==> src/rtl/cbd_mod_cnt_if.sv <==
// Count-control and status bundle for cbd_mod_cnt.
// When CBD_MOD_CNT_UPDN_EN is defined, the bundle also carries the UP direction select.
interface cbd_mod_cnt_if #(
    parameter int WIDTH = 4
);
    logic             EN;
    logic             CAI;
    logic             LD;
    logic [WIDTH-1:0] D;
    logic [WIDTH-1:0] Q;
    logic             CAO;
    logic             UNF;
`ifdef CBD_MOD_CNT_UPDN_EN
    logic             UP;

    modport master (output EN, CAI, LD, D, UP, input Q, CAO, UNF);
    modport slave  (input EN, CAI, LD, D, UP, output Q, CAO, UNF);
`else
    modport master (output EN, CAI, LD, D, input Q, CAO, UNF);
    modport slave  (input EN, CAI, LD, D, output Q, CAO, UNF);
`endif
endinterface

==> src/rtl/cbd_mod_cnt.sv <==
// Cascadable modulo-MODULUS down counter with load, combinational carry-out and sticky underflow.
// Defining CBD_MOD_CNT_UPDN_EN adds the UP input, which selects up-counting.
module cbd_mod_cnt #(
    parameter int              WIDTH   = 4,
    parameter longint unsigned MODULUS = 16,
    parameter longint unsigned RST_VAL = 0
) (
    input logic          CLK,
    input logic          CDN,
    cbd_mod_cnt_if.slave bus
);

    if (WIDTH < 1 || WIDTH > 32) begin : g_bad_width
        $error("cbd_mod_cnt: WIDTH must be 1..32");
    end
    if (MODULUS < 2 || MODULUS > (64'd1 << WIDTH)) begin : g_bad_modulus
        $error("cbd_mod_cnt: MODULUS must be 2..2**WIDTH");
    end
    if (RST_VAL >= MODULUS) begin : g_bad_rst_val
        $error("cbd_mod_cnt: RST_VAL must be below MODULUS");
    end

    // MODULUS-1 always fits in WIDTH bits, so every compare is done against it.
    localparam logic [WIDTH-1:0] MAX_Q = WIDTH'(MODULUS - 64'd1);
    localparam logic [WIDTH-1:0] RST_Q = WIDTH'(RST_VAL);
    localparam logic [WIDTH-1:0] ONE   = WIDTH'(1);

    logic [WIDTH-1:0] q_r;
    logic [WIDTH-1:0] q_nxt;
    logic             unf_r;
    logic             unf_nxt;
    logic             up;
    logic             step;
    logic             at_end;

`ifdef CBD_MOD_CNT_UPDN_EN
    assign up = bus.UP;
`else
    assign up = 1'b0;
`endif

    assign step   = bus.CAI && bus.EN;
    assign at_end = up ? (q_r == MAX_Q) : (q_r == '0);

    always_comb begin
        q_nxt   = q_r;
        unf_nxt = unf_r;
        if (bus.LD) begin
            q_nxt   = (bus.D > MAX_Q) ? MAX_Q : bus.D;
            unf_nxt = 1'b0;
        end else if (step) begin
            if (at_end) begin
                q_nxt   = up ? '0 : MAX_Q;
                unf_nxt = 1'b1;
            end else begin
                q_nxt   = up ? (q_r + ONE) : (q_r - ONE);
            end
        end
    end

    always_ff @(posedge CLK or negedge CDN) begin
        if (!CDN) begin
            q_r   <= RST_Q;
            unf_r <= 1'b0;
        end else begin
            q_r   <= q_nxt;
            unf_r <= unf_nxt;
        end
    end

    // The borrow is combinational so that a chain of stages ripples within one cycle.
    assign bus.CAO = CDN && step && !bus.LD && at_end;
    assign bus.Q   = q_r;
    assign bus.UNF = unf_r;

endmodule

==> src/flat_wrapper.sv <==
// flat-port wrapper written by rule: the top's interface ports become plain ports
module cbd_mod_cnt_flat 
#(
    parameter int              WIDTH   = 4,
    parameter longint unsigned MODULUS = 16,
    parameter longint unsigned RST_VAL = 0
)
  (CLK, CDN, bus_EN, bus_CAI, bus_LD, bus_D, bus_Q, bus_CAO, bus_UNF);
  cbd_mod_cnt_if #(.WIDTH(WIDTH)) bus_i ();
  input logic CLK;
  input logic CDN;
  input wire logic [$bits(bus_i.EN)-1:0] bus_EN;
  input wire logic [$bits(bus_i.CAI)-1:0] bus_CAI;
  input wire logic [$bits(bus_i.LD)-1:0] bus_LD;
  input wire logic [$bits(bus_i.D)-1:0] bus_D;
  output wire logic [$bits(bus_i.Q)-1:0] bus_Q;
  output wire logic [$bits(bus_i.CAO)-1:0] bus_CAO;
  output wire logic [$bits(bus_i.UNF)-1:0] bus_UNF;
  assign bus_i.EN = bus_EN;
  assign bus_i.CAI = bus_CAI;
  assign bus_i.LD = bus_LD;
  assign bus_i.D = bus_D;
  assign bus_Q = bus_i.Q;
  assign bus_CAO = bus_i.CAO;
  assign bus_UNF = bus_i.UNF;
  cbd_mod_cnt #(.WIDTH(WIDTH), .MODULUS(MODULUS), .RST_VAL(RST_VAL)) u_core (.CLK(CLK), .CDN(CDN), .bus(bus_i));
endmodule
==> config.mk <==
export PLATFORM = sky130hd
export DESIGN_NAME = cbd_mod_cnt_flat
export DESIGN_NICKNAME = d
export VERILOG_FILES = /design/src/rtl/cbd_mod_cnt_if.sv /design/src/rtl/cbd_mod_cnt.sv /design/src/flat_wrapper.sv
export SDC_FILE = /design/constraint.sdc
export NUM_CORES = 1
export LEC_CHECK = 0
export CORE_AREA = 3 3 40 42
export CTS_CLUSTER_DIAMETER = 150
export CTS_CLUSTER_SIZE = 12
export DETAILED_ROUTE_END_ITERATION = 16
export DIE_AREA = 0 0 43 45
export GPL_ROUTABILITY_DRIVEN = 0
export SETUP_SLACK_MARGIN = 0.02
export SYNTH_ARGS = -nofsm -noshare
export SYNTH_HDL_FRONTEND = slang
export SYNTH_SLANG_ARGS = --single-unit
==> constraint.sdc <==
create_clock -name CLK -period 1.3 [get_ports CLK]
set_input_delay 0.26 -clock CLK [delete_from_list [all_inputs] [get_ports CLK]]
set_output_delay 0.26 -clock CLK [all_outputs]
set_load 0.01 [all_outputs]
Word-level counts from Yosys, hierarchy flattened

Index checks and enable logic that the tools add are counted.

$add $sub $neg: 1
$lt $le $gt $ge: 1
Mux-type cells: 7
Reduce and logical (&&, ||, !) cells: 9

Operator list:

| operator                                                           | number |
|---|---|
| 4-bit 2-to-1 mux                                                   | 4 |
| 4-bit > comparator, second input constant                          | 1 |
| 1-bit logical AND                                                  | 4 |
| 4-bit logical NOT                                                  | 1 |
| 2-bit nonzero test                                                 | 2 |
| 4-bit by 1-bit subtractor with 4-bit output, second input constant | 1 |
| 1-bit 2-to-1 mux                                                   | 3 |
| 2-bit AND reduction                                                | 1 |
| 1-bit logical NOT                                                  | 1 |

Register bits: 5
Bits of input ports: 9
Output and inout bits: 6

Longest topological paths before layout

Gate-level depths: netlist of run 1.

Word-level depth: 4
Mapped depth: 5
Depth with buffers taken out: 5

Worst setup path after synthesis of run 1

OpenSTA, ideal clock, no wires.

Path type: register to output
From: register u_core.q_r[0] (netlist: u_core.bus.Q[0])
To: output port bus_CAO
Data arrival time: 1.363 ns
Slack: -0.323 ns
Stages on the path, launching flop included: 6
Path through: dfrtp_1 inv_1 ha_1 nor3b_1 nand3_1 nor3b_1

Cells in the longest elaborated chain, start to end: 2

Ends and longest elaborated chain:

| element                | RTL line           | RTL |
|---|---|---|
| from (decl)            | cbd_mod_cnt.sv:28  | `logic [WIDTH-1:0] q_r;` |
| from (signal assigned) | cbd_mod_cnt.sv:66  | `q_r <= q_nxt;` |
| 4-bit logical NOT      | cbd_mod_cnt.sv:43  | `assign at_end = up ? (q_r == MAX_Q) : (q_r == '0);` |
| 1-bit logical AND      | cbd_mod_cnt.sv:72  | `assign bus.CAO = CDN && step && !bus.LD && at_end;` |
| to (decl)              | flat_wrapper.sv:17 | `output wire logic [$bits(bus_i.CAO)-1:0] bus_CAO;` |

Every way passes these cells.

Worst setup path after layout of run 1

Ends and elaborated chain as after synthesis.

==> results.tsv, run 1 <==
metric	value	unit
io_buffers	14	
yosysTopAreaCell	dfrtp_1	
crit_start	u_core.bus.Q[0]$_DFFE_PN0P_	
worstPathArrival	1.48	ns
status	finished, violations left	
grt_pass1_vias	386	
yosys.cell_types.count	19	
synth_cells	33	
remaining_drc_errors	0	
via_count	357	
synth-seq-cells	5	
criticalPathCategory	reg2out	
synth.most_common_cell	dfrtp_1	
initial_core_util	0.2356	
power_density	947.5	mW/mm2
core	0.001285	mm2
hold_viol_final	0	
drt_pre_antenna_iters	4	
setup_slack	-0.4391	ns
grt_pass1_wl	1662	um
die_w	43	um
nets	72	
ir_drop	0.6079	mV
maxSlewViolCount	0	
grt_use_total	0.1271	
clkSlewWorstSetupHoldPaths	0.04	ns
routed_wl	1005	um
viasPerCell	4.697	
dieArea	0.001935	mm2
cts_buffer_depth	2	
die_h	45	um
synth_nets	43	
placed_area	543.0	um2
synth_top_area_share	0.4132	
synth_commonest_cells	dfrtp_1, inv_1, nand2_1, o31ai_1	
synthFlopType	dfrtp_1	
finalInstanceArea	654.4	um2
cts.sinks	5	
synth_edf_count	0	
ys.warnings.count	0	
violations	setup timing	
worstPathMaxFanout	2	
fmax	0.5750	GHz
hpwl	658.2	um
p_leak	0.3018	nW
wire_per_inst	13.22	um
area_growth	116.1	%
numCtsBuffers	3	
synthTopCellsByArea	dfrtp_1, o31ai_1, nor3b_1	
drt_iter0_markers	7	
h-tree-depth	1	
num_antenna_cells	0	
cts-root-buf	clkbuf_4	
tightest_slew	0.3132	ns
relSlewSlack	0.7894	
setup_viol	3	
fin_skew	0.002210	ns
rows	13	
ant_nets	0	
power.total	0.6201	mW
start_kind	register	
fin_crit_sh	1.338	
finalSetupTns	-0.5817	ns
syn_area	302.8	um2
hold_buffers	0	
pin_count	15	
r2r_start	u_core.bus.Q[0]$_DFFE_PN0P_	
finalCriticalPeriod	1.739	ns
max-cap-violations	0	
grt_max_degree	10	
async_flop_share	1.000	
cts_tree	built	
synth.yosys.seq_area_share	0.4132	
endpoint_kind	output pin	
holdCritPathClass	in2async	
avgSynthCellArea	9.175	um2
drive_gt1_frac	0.5410	
antenna_found_initial	0	
rsz0062_at_grt	yes	
insertion_delay	0.25	ns
required	1.04	ns
grt-ovfl-total	0	
==> kinds of logic after synthesis <==
group	after synthesis	synth area share
AND/OR/NAND/NOR	13	0.2438
AO/OA/AOI/OAI	7	0.1529
XOR/XNOR	1	0.02893
multiplexers	2	0.07025
flip-flops	5	0.4132
buffers and inverters	4	0.04957
adder cells (fa/ha/maj)	1	0.04132
==> flip-flops by register name (all words and copies together) (netlist names) <==
signal          flops
u_core.bus.Q        4
u_core.bus.UNF      1
==> where the power goes <==
part           internal [mW]  total [mW]  leakage [nW]  switching [mW]
clock                  0.117       0.191        0.0150          0.0739
combinational          0.137       0.242         0.226           0.105
sequential             0.172       0.187        0.0608          0.0147
==> final timing paths <==
path | to | slack, ns | cells past startpoint
worst min-delay path | u_core.bus.UNF$_DFFE_PN0P_ | 0.31 | 2
min in group CLK | u_core.bus.UNF$_DFFE_PN0P_ | 0.37 | 3
worst min register to register | u_core.bus.UNF$_DFFE_PN0P_ | 0.55 | 2
max in group asynchronous | u_core.bus.Q[0]$_DFFE_PN0P_ | 0.88 | 2
worst max-delay path | bus_CAO | -0.44 | 6
worst max register to register | u_core.bus.Q[0]$_DFFE_PN0P_ | -0.09 | 7
==> layout make-up <==
cell class / instances / area [um2]
well taps: 15 / 18.77
flip-flops and latches: 5 / 125.1
clock buffers: 4 / 26.28
repair buffers: 25 / 225.2
inverters: 3 / 11.26
multi-input cells: 24 / 247.7
fillers: 123 / 630.6
==> cell usage in the layout (no fill, tap or decap), types with 2 or more instances in the layout <==
cell | synthesis | layout
dfrtp_1 | 5 | 5
buf_4 | 0 | 8
clkbuf_2 | 0 | 2
dlymetal6s2s_1 | 0 | 2
o31ai_1 | 3 | 2
nor2_1 | 2 | 2
inv_2 | 0 | 2
a21oi_1 | 2 | 2
clkdlybuf4s50_1 | 0 | 6
clkbuf_4 | 0 | 3
nand2_1 | 3 | 2
buf_6 | 0 | 5
==> through the flow <==
| step | setup slack (ns) | utilization | hold slack [ns] | std cells |
|---|---|---|---|---|
| after floorplan | -0.1541 | - | -0.03559 | 33 |
| after global placement | -0.5947 | 0.4226 | 0.5055 | 71 |
| after detailed placement | -0.6025 | 0.4226 | 0.5459 | 71 |
| after CTS | -0.4448 | 0.4674 | 0.3106 | 76 |
| after global routing | -0.5267 | 0.5093 | 0.3207 | 76 |
| final | -0.4391 | 0.5093 | 0.3124 | 76 |
==> metal layers <==
metal	vias up	track usage	share of wire
met1	163	0.1293	0.36
met2	16	0.2006	0.51
met5	-	0	0
met3	3	0.06773	0.10
met4	0	0.09036	0.027
li1	175	-	-
==> worst max-delay path, cell delays in order (launching register included) <==
cell and delay, ns:
dfrtp_1 0.38, inv_2 0.08, ha_4 0.13, nor3b_4 0.21, nand3_2 0.11, nor3b_2 0.18
buf_2 0.14
==> timing repair <==
action,4_1_cts,5_1_grt
gates resized for setup,26,16
setup buffers,5,4
pin swaps,3,8
endpoints found under the setup margin,8,8
No activity file was read; power rests on OpenSTA's default activity.
==> run 2: changes to the inputs <==
--- a/config.mk
+++ b/config.mk
@@ -15,3 +15,4 @@
 export SYNTH_ARGS = -nofsm -noshare
 export SYNTH_HDL_FRONTEND = slang
 export SYNTH_SLANG_ARGS = --single-unit
+export TNS_END_PERCENT = 100
==> results of run 2 <==
Final layout, timing and power as in run 1 (identical DEF).
